<file path="src/rtl/au_result_collector.sv">
// au_result_collector
//   Collects sum digits from the add/subtract core, least-significant first,
//   into a DIGITS-wide word and presents it with carry, zero and digit-count
//   flags on a valid/ready output port.
//   Optional feature macro: HPAU_COLLECT_NEG_EN adds out_neg (sign of the
//   closing digit's MSB, i.e. the sign of the two's-complement result).
module au_result_collector #(
  parameter int  WIDTH  = 4,
  parameter int  DIGITS = 4,
  localparam int CW     = $clog2(DIGITS + 1)
) (
  input  logic                      clk,
  input  logic                      rst_n,
  input  logic                      in_valid,
  output logic                      in_ready,
  input  logic [WIDTH-1:0]          in_s,
  input  logic                      in_cout,
  input  logic                      in_last,
  output logic                      out_valid,
  input  logic                      out_ready,
  output logic [WIDTH*DIGITS-1:0]   out_result,
  output logic                      out_carry,
  output logic                      out_zero,
`ifdef HPAU_COLLECT_NEG_EN
  output logic                      out_neg,
`endif
  output logic [CW-1:0]             out_count
);

  localparam int              RW       = WIDTH * DIGITS;
  localparam logic [CW-1:0]   LAST_IDX = CW'(DIGITS - 1);

  typedef enum logic {
    COLLECT = 1'b0,
    DONE    = 1'b1
  } state_t;

  state_t          state_q, state_d;
  logic [CW-1:0]   idx_q, idx_d;
  logic [RW-1:0]   result_q, result_d;
  logic            carry_q, carry_d;
  logic            zero_q, zero_d;
  logic [CW-1:0]   count_q, count_d;
`ifdef HPAU_COLLECT_NEG_EN
  logic            neg_q, neg_d;
`endif

  logic            accept;
  logic            close;
  logic            digit_zero;
  logic [RW-1:0]   merged;

  // Handshake signals come straight from the state; nothing bypasses DONE.
  assign in_ready   = (state_q == COLLECT);
  assign out_valid  = (state_q == DONE);
  assign accept     = in_valid && (state_q == COLLECT);
  assign close      = accept && (in_last || (idx_q == LAST_IDX));
  assign digit_zero = (in_s == '0);

  // Insert the incoming digit at position idx; the first digit of a word
  // starts from a cleared word so unused upper digits read as zero.
  always_comb begin
    merged = (idx_q == '0) ? '0 : result_q;
    for (int k = 0; k < DIGITS; k++) begin
      if (idx_q == CW'(k)) begin
        merged[k*WIDTH +: WIDTH] = in_s;
      end
    end
  end

  // Next-state and datapath update: digits accumulate in COLLECT, the word
  // is frozen in DONE until the consumer takes it.
  always_comb begin
    state_d  = state_q;
    idx_d    = idx_q;
    result_d = result_q;
    carry_d  = carry_q;
    zero_d   = zero_q;
    count_d  = count_q;
`ifdef HPAU_COLLECT_NEG_EN
    neg_d    = neg_q;
`endif
    case (state_q)
      COLLECT: begin
        if (accept) begin
          result_d = merged;
          carry_d  = in_cout;
          zero_d   = (idx_q == '0) ? digit_zero : (zero_q && digit_zero);
          if (close) begin
            count_d = idx_q + CW'(1);
            idx_d   = '0;
            state_d = DONE;
`ifdef HPAU_COLLECT_NEG_EN
            neg_d   = in_s[WIDTH-1];
`endif
          end else begin
            idx_d = idx_q + CW'(1);
          end
        end
      end
      DONE: begin
        if (out_ready) begin
          state_d = COLLECT;
        end
      end
      default: begin
        state_d = COLLECT;
      end
    endcase
  end

  // State register; reset discards any partial word.
  always_ff @(posedge clk or negedge rst_n) begin
    if (!rst_n) begin
      state_q <= COLLECT;
      idx_q   <= '0;
    end else begin
      state_q <= state_d;
      idx_q   <= idx_d;
    end
  end

  // Output word and flag registers.
  always_ff @(posedge clk or negedge rst_n) begin
    if (!rst_n) begin
      result_q <= '0;
      carry_q  <= 1'b0;
      zero_q   <= 1'b0;
      count_q  <= '0;
    end else begin
      result_q <= result_d;
      carry_q  <= carry_d;
      zero_q   <= zero_d;
      count_q  <= count_d;
    end
  end

`ifdef HPAU_COLLECT_NEG_EN
  // Sign of the closing digit, captured when the word closes.
  always_ff @(posedge clk or negedge rst_n) begin
    if (!rst_n) begin
      neg_q <= 1'b0;
    end else begin
      neg_q <= neg_d;
    end
  end

  assign out_neg = neg_q;
`endif

  assign out_result = result_q;
  assign out_carry  = carry_q;
  assign out_zero   = zero_q;
  assign out_count  = count_q;

endmodule

</file>
<file path="config.mk">
export PLATFORM = sky130hd
export DESIGN_NAME = au_result_collector
export DESIGN_NICKNAME = d
export VERILOG_FILES = /design/src/rtl/au_result_collector.sv
export SDC_FILE = /design/constraint.sdc
export NUM_CORES = 1
export LEC_CHECK = 0
export CAP_MARGIN = 30
export CORE_MARGIN = 3
export CORE_UTILIZATION = 40
export DETAILED_ROUTE_END_ITERATION = 8
export GPL_ROUTABILITY_DRIVEN = 0
export PLACE_DENSITY = 0.73
export REMOVE_ABC_BUFFERS = 1
export SYNTH_ARGS = -nofsm -noshare
export SYNTH_HDL_FRONTEND = slang
export SYNTH_SLANG_ARGS = --single-unit
</file>
<file path="constraint.sdc">
create_clock -name clk -period 1.45 [get_ports clk]
set_input_delay 0.2175 -clock clk [delete_from_list [all_inputs] [get_ports clk]]
set_output_delay 0.2175 -clock clk [all_outputs]
set_load 0.02 [all_outputs]
</file>
# Word level (Yosys, flattened, before mapping)
# Cells that the tools add are included.
[classes] n_eq_ne=3 magnitude_cmp=0 bitwise_logic=1 n_addsub=1 mux=11 mul=0 n_shift=0 div=0 reduce_logical=15
[op_table] cell="$mux 16" n=1
[op_table] cell="$mux 4" n=4
[op_table] cell="$reduce_and 3->1" n=5
[op_table] cell="$eq 3x2->1 const B" n=2
[op_table] cell="$reduce_bool 2->1" n=3
[op_table] cell="$logic_not 4->1" n=1
[op_table] cell="$mux 1" n=4
[op_table] cell="$add 3x1->3 const B" n=1
[op_table] cell="$eq 3x1->1 const B" n=1
[op_table] cell="$logic_and 1x1->1" n=3
[op_table] cell="$logic_not 3->1" n=1
[op_table] cell="$mux 3" n=1
[op_table] cell="$pmux 1 s2" n=1
[op_table] cell="$reduce_and 2->1" n=1
[op_table] cell="$logic_or 1x1->1" n=1
[op_table] cell="$not 1->1" n=1
[totals] reg_bits=25 latchBits=0 elab_cells=40 ram_bits=0 memories=0 out_inout_bits=23 inputBits=10 romBits=0

# Logic depth before layout (Yosys ltp)
# Gate-level depths: netlist of run 1.
[depth] depth_word=6 mapped_depth=6

# Worst setup path after synthesis of run 1
# OpenSTA, ideal clock, no wires.
[synth_timing] path_type="register to register" from="register idx_q[0]" to="register result_q[0] (netlist: out_result[0])" setup_time_ns=0.125 period_less_slack_ns=1.503 required_ns=1.325 path_stages_with_launch=6 slack_ns=-0.053 arrival_time_ns=1.378 path_cell_list="dfrtp_1 -> inv_1 -> ha_1 -> nor4bb_1 -> buf_2 -> mux2_2"
[synth_between] elab_chain_cells=2 word_cells_on_any_way=3
[synth_lines] element="from (decl)" line="39" source="logic [CW-1:0] idx_q, idx_d;"
[synth_lines] element="from (signal assigned)" line="119" source="idx_q <= idx_d;"
[synth_lines] element="$logic_not 3->1 (*)" line="63, 65"
[synth_lines] element="$reduce_and 3->1 (no source line) / $mux 4 (equally long branches)"
[synth_lines] element="to (signal assigned)" line="131" source="result_q <= result_d;"
[synth_lines] element="to (decl)" line="40" source="logic [RW-1:0] result_q, result_d;"
# Every way passes the cells marked *; elsewhere a longest branch is shown, timed or not.
# A chain may end at the register's enable or synchronous reset.

# Worst setup path after layout of run 1
[layout_timing] from="register idx_q[0]" to="register result_q[14] (netlist: out_result[14])"
[layout_between] elab_chain_cells=3 word_cells_on_any_way=5
[layout_lines] element="$eq 3x2->1 / $logic_not 3->1 (equally long branches)" line="65, 63"
[layout_lines] element="$reduce_bool 2->1 (no source line)"
[layout_lines] element="$reduce_and 3->1 (no source line)"
# Several ways; a longest one is shown, not always the timed one.

==> results of run 1 <==
-- power by group through the flow --
stage | combinational (uW) | clock [uW] | sequential (uW)
6_report | 1300 | 306 | 1060
3_3_place_gp | 1300 | 0 | 1070
5_1_grt | 1400 | 351 | 1090
2_1_floorplan | 383 | 0 | 1330
3_5_place_dp | 1330 | 0 | 1080
4_1_cts | 1200 | 327 | 1060
-- state kept, by name, summed over array words and instances, names as in the netlist --
signal / cells
out_result: 16
out_valid: 1
out_carry: 1
out_zero: 1
out_count: 3
idx_q: 3
-- cells by family (layout without fill, tap and decap cells) --
family,Yosys count,count (layout),synth area share
DFF,25,25,0.586
muxes,5,5,0.0528
and+or+nand+nor,23,23,0.111
buffers and inverters,7,56,0.0340
adders and majority gates,5,5,0.0586
AOI/OAI and AO/OA,23,23,0.157
-- placed cells by master (no fill, tap or decap), drive strengths merged, types with 2 or more instances in the layout --
master,netlist,final
a22o,8,8
buf,3,16
clkbuf,0,5
clkdlybuf4s50,0,9
dfrtp,25,25
dlygate4sd2,0,22
ha,5,5
inv,4,4
mux2,5,5
nand2,13,13
nor2,2,2
o21ai,12,12
-- worst max-delay path: stages, from the launching register on --
cell,delay [ns]
dfrtp_1,0.42
ha_1,0.24
ha_4,0.19
and3b_2,0.26
a22o_1,0.24
-- layout make-up --
type                            instances  area share
Sequential cell                        25       0.394
Multi-Input combinational cell         56       0.299
Timing Repair Buffer                   48       0.258
Tap cell                               30      0.0236
Clock buffer                            4      0.0165
Inverter                                4     0.00943
-- layer usage --
metal | vias to the layer above | global-route usage
li1 | 415 | -
met1 | 411 | 0.205
met2 | 29 | 0.269
met3 | 4 | 0.0356
met4 | 0 | 0.0695
met5 | - | 0
-- per-stage QoR --
| step | setup WS, ns | hold WS [ns] | instances | util | TNS [ns] |
|---|---|---|---|---|---|
| final | 0.00426 | 0.258 | 167 | 0.637 | 0 |
| after global routing | -0.0567 | 0.250 | 167 | 0.637 | -0.293 |
| after CTS | -0.0678 | 0.256 | 166 | 0.615 | -0.233 |
| after detailed placement | -0.215 | 0.467 | 162 | 0.607 | -2.81 |
| after global placement | -0.127 | 0.463 | 162 | 0.607 | -1.64 |
| after floorplan | -0.398 | -0.0781 | 85 | - | -3.30 |
-- path summary, 6_finish.rpt --
check | start | to | slack, ns | cells after the start
max | idx_q[0] | out_result[14] | 0.004 | 4
max reg2reg | idx_q[0] | out_result[14] | 0.004 | 4
max in group asynchronous | rst_n | out_valid | 0.93 | 2
min | rst_n | out_result[4] | 0.26 | 2
min in group clk | in_cout | out_carry | 0.42 | 3
min reg2reg | out_result[5] | out_result[5] | 0.49 | 2
-- repair_timing --
item                                   in CTS  in global routing
endpoints found under the hold margin       0                  0
setup endpoints to repair                  32                 14
buffers inserted                            0                  1
pin swaps                                   3                  4
gates resized for setup                    30                 13
==> results.md, run 1 <==
* DP Area at 1520 um2
* Max-slew violations at 0
* Sequential share of power at 0.398
* CTS Sinks at 25
* Vias in the first global route at 910
* Crit Path Max Fanout at 5
* # setup viols final at 0
* Routed WL at 2540 um
* Root buffer selected by CTS: clkbuf_4
* Area of the multi-input gates at 475 um2
* Core area at 2500 um2
* Synth warnings at 0
* Initial antenna violation count at 0
* Die area at roughly 3300 um2
* P_sw at slightly above 1000 uW
* Leading area contributor after synthesis: dfrtp_1
* Final number of hold-violating endpoints at 0
* First-pass GRT wire length at roughly 4100 um
* Wire length on met3 at between 150 and 200 um
* Startpoint types: register
* Antenna violation net count after detailed routing at 0
* Syn Inst Count at 88
* Critical Path RT at 1.67 ns
* CTS Buf Count at 3
* Routed wl met2 at 1250 um
* Clock slew at reported path FFs at 0.13 ns
* Worst EP arrival at around 1.7 ns
* Sequential area share after synthesis at 0.586
* Hold_buf cts at 0
* Area delta synth->final at 49.2%
* Syn avg cell area at ~12 um2
* Post-synth ARST share at 1.00
* Combinational share of power at 0.487
* Die width at between 50 and 60 um
* Antenna Cells at 0
* TritonCTS clock tree: built
* Fin crit share at 0.997
* Row cnt at 18
* RSZ-0062 raised after global routing: yes
* Count of cell types in the netlist at 24
* Clock share of power at 0.115
* Internal power at ~1700 uW
* Layout cells sized above 1 at 0.292
* Rel. slew slack at 0.752
* Total global routing track utilization at 0.163
* Die H at slightly below 60 um
* Area of the mapped netlist at roughly 1100 um2
* P_leak at roughly 0.0008 uW
* # IOs at 33
* Critical path class: reg -> reg
* Critical path endpoint category: register
* Final Power at 2670 uW
* Max Used Layer: met4
* Drt first pass iters at 4
* Vias per cell at slightly above 5
* Largest cells by area after synthesis: dfrtp_1 (59%), a22o_1 (6.6%), ha_1 (5.9%)
* Synth top area share at 0.586
* Filler Cell Count at a little over 200
* Switch share at 0.378
* Outcome: complete, no violations
* Grt ovf at 0
* Initial Util at 0.427
* Clock Tree Buf Depth at 2
* Max Clock Freq at 692 MHz
* Max_cap viols at 0
* Pin count of the biggest net entering global routing at 26
* Reg area at about 630 um2
* Post-route cell area at about 1600 um2
* Post-synth EDFFs at 0
* H-tree lvl count at 1
* Net count, final at approximately 150
* Vias at about 860
* Post-DR wirelength/cell at 15.2 um
* Power per cell area at 1670 nW/um2
* Most frequent cell after synthesis: dfrtp_1
* Min Tclk post-route at 1.45 ns
* DP HPWL at 1910 um
* M1 WL at about 1100 um
* VDD IR max at approximately 1.0 mV
* Commonest cells in the netlist: dfrtp_1 (25), nand2_1 (13), a22o_1 (8)
* Clk_lat worst skew at between 0.3 and 0.4 ns
* #FFs+latches synth at 25
* Slew @ Worst Pin at ~0.37 ns
* Worst clock skew at between 0.003 and 0.004 ns
* Drt initial violations at 18
* HP Class: in -> async
* # DRC at 0
* Ys flop type: dfrtp_1
* Port buffer count at 32
Power figures use the tool's default switching activity.
==> run 2: changes to the inputs <==
- CORE_UTILIZATION: 40 -> 45
- PLACE_DENSITY: 0.73 -> 0.78
- clock period: 1.45 -> 1.8 ns (I/O delays scaled with it)
==> results.md, run 2 (synthesis results as in run 1) <==
* Outcome: complete, no violations
* RSZ-0062 raised after global routing: no
* Min Tclk post-route at between 1.5 and 2 ns
* Layout cells sized above 1 at 0.143 (-0.149)
* Rel. slew slack at 0.755 (+0.00299)
* H-tree lvl count at 1 (unchanged)
* Sum of negative setup slack at 0 ns (unchanged)
* # IOs at 33 (unchanged)
* Reg2Reg Launch Point: idx_q[0]
* Fin cells at 154 (-7.8%)
* Slew @ Worst Pin at 0.366 ns (-0.00269 ns)
* First-pass GRT wire length at 3590 um (-12%)
* DP HPWL at 1710 um (-10%)
* Area delta synth->final at 37.6%
* Max-slew violations at 0 (unchanged)
* Vias at 796 (-7.3%)
* Die area at 2990 um2 (-10%)
* Routed WL at 2200 um (-14%)
* Cells after DPL at 150 (-7.4%)
* Port buffer count at 32 (unchanged)
* Worst EP arrival at 1.44 ns (-0.23 ns)
* Antenna Cells at 0 (unchanged)
* CTS Buf Count at 3 (unchanged)
* Reg2Reg Depth at 5 (+1)
* Critical path endpoint category: primary output
* VDD IR max at 0.751 mV (-26%)
* Clock Tree Buf Depth at 2 (unchanged)
* Max_cap viols at 0 (unchanged)
* Vias in the first global route at 775 (-15%)
* Antenna violation net count after detailed routing at 0 (unchanged)
* Initial Util at 0.478 (+0.0509)
* Crit Path Max Fanout at 7 (+2)
* Clk_lat worst skew at 0.32 ns (about the same)
* P_leak at 0.000670 uW (-17%)
* Critical path startpoint: out_valid
* Max reg flops at 16 (unchanged)
* Crit path depth at 1 (-3)
* Initial antenna violation count at 0 (unchanged)
* Critical path class: reg -> out
* Final number of hold-violating endpoints at 0 (unchanged)
* Max stage delay on crit path at 0.64 ns (+0.22 ns)
* Net count, final at 142 (-7.2%)
* Power per cell area at 1420 nW/um2 (-15%)
* Root buffer selected by CTS: clkbuf_4
* Grt ovf at 0 (unchanged)
* CP top delay family: buffers and inverters
* Fin crit share at 0.947
* Max Clock Freq at about 590 MHz
* Core area at 2230 um2 (-11%)
* Drt initial violations at 15 (-3)
* Worst clock skew at 0.0140 ns (+0.0101 ns)
* Most common cell after layout, fill and taps aside: clkdlybuf4s50_1
* Critical Path RT at 1.53 ns (-0.14 ns)
* Clock slew at reported path FFs at 0.14 ns (about the same)
* TritonCTS clock tree: built
* Slowest stage cell, crit path: clkdlybuf4s50_1
* Hold_buf cts at 0 (unchanged)
* Buffers plus inverters on the worst setup path at 1 (+1)
* Row cnt at 17 (-1)
* Post-DR wirelength/cell at 14.3 um (-6.3%)
* Startpoint types: register
* Crit-path cells: clkdlybuf4s50_1
* # setup viols final at 0 (unchanged)
* Vias per cell at 5.17 (+0.49%)
* Most frequent cells in the layout: clkdlybuf4s50_1 (31), dfrtp_1 (25), nand2_1 (13), a22o_1 (8), o21ai_0 (7)
* # DRC at 0 (unchanged)
* CTS Sinks at 25 (unchanged)
* Die H at 54.7 um (-5.1%)
* Die width at 54.7 um (-5.1%)
* Pin count of the biggest net entering global routing at 26 (unchanged)
* Total global routing track utilization at 0.171 (+0.00833)
* HP Class: in -> async
* Drt first pass iters at 4 (unchanged)
* Filler Cell Count at 181 (-11%)
==> run 2: cell types whose count changed in the layout (fill, tap and decap cells not counted), moves of 2 or more <==
cell             previous run  this run
inv_2                       2         0
dlygate4sd2_1              22         0
ha_4                        2         0
clkdlybuf4s50_1             9        31
buf_4                      15         5
ha_1                        3         5
mux2_4                      2         0
inv_1                       2         4
nor2_1                      0         2
==> run 2: layout make-up <==
type | instances | area (um2) | area share
clock inverters | 1 | 5.00 | 0.00341
clock buffers | 3 | 22.5 | 0.0153
repair buffers | 37 | 360 | 0.245
inverters | 4 | 15.0 | 0.0102
well taps | 28 | 35.0 | 0.0239
flip-flops and latches | 25 | 626 | 0.426
multi-input cells | 56 | 405 | 0.276
==> run 2: routing by layer <==
layer / global-route usage / part of all wire / up-vias
met4: 0.0747 / 0.020 / 0
met5: 0 / 0 / -
met1: 0.228 / 0.46 / 373
met3: 0.0354 / 0.062 / 5
met2: 0.266 / 0.46 / 28
li1: - / - / 390
==> run 2: power breakdown <==
| part | internal [uW] | total [uW] | leakage, uW | switching [uW] |
|---|---|---|---|---|
| Combinational | 497 | 986 | 0.000326 | 490 |
| Sequential | 745 | 859 | 0.000326 | 114 |
| Clock | 83.1 | 246 | 0.0000177 | 163 |
==> run 2: through the flow <==
stage | hold WS, ns | utilization | cell area [um2] | total power (uW) | setup slack [ns]
floorplan | -0.0256 | - | 1050 | 1380 | -0.0484
global placement | 0.461 | 0.644 | 1440 | 1840 | 0.135
detailed placement | 0.466 | 0.644 | 1440 | 1870 | 0.0819
CTS | 0.292 | 0.657 | 1470 | 2120 | 0.0367
global route | 0.302 | 0.658 | 1470 | 2230 | 0.0313
finish | 0.287 | 0.658 | 1470 | 2090 | 0.0949
==> run 2: final timing paths <==
kind / endpoint / slack (ns)
setup / recovery: out_valid / 0.09
min in group clk: out_carry / 0.46
hold / removal: out_result[9] / 0.29
max in group asynchronous: out_result[6] / 1.26
hold reg to reg: out_carry / 0.49
setup reg to reg: out_result[0] / 0.18
==> run 2: repair_timing <==
| item | 4_1_cts | 5_1_grt |
|---|---|---|
| resized for setup | 0 | 1 |
| hold endpoints to repair | 0 | 0 |
| buffers inserted | 0 | 0 |
| setup endpoints to repair | 0 | 1 |
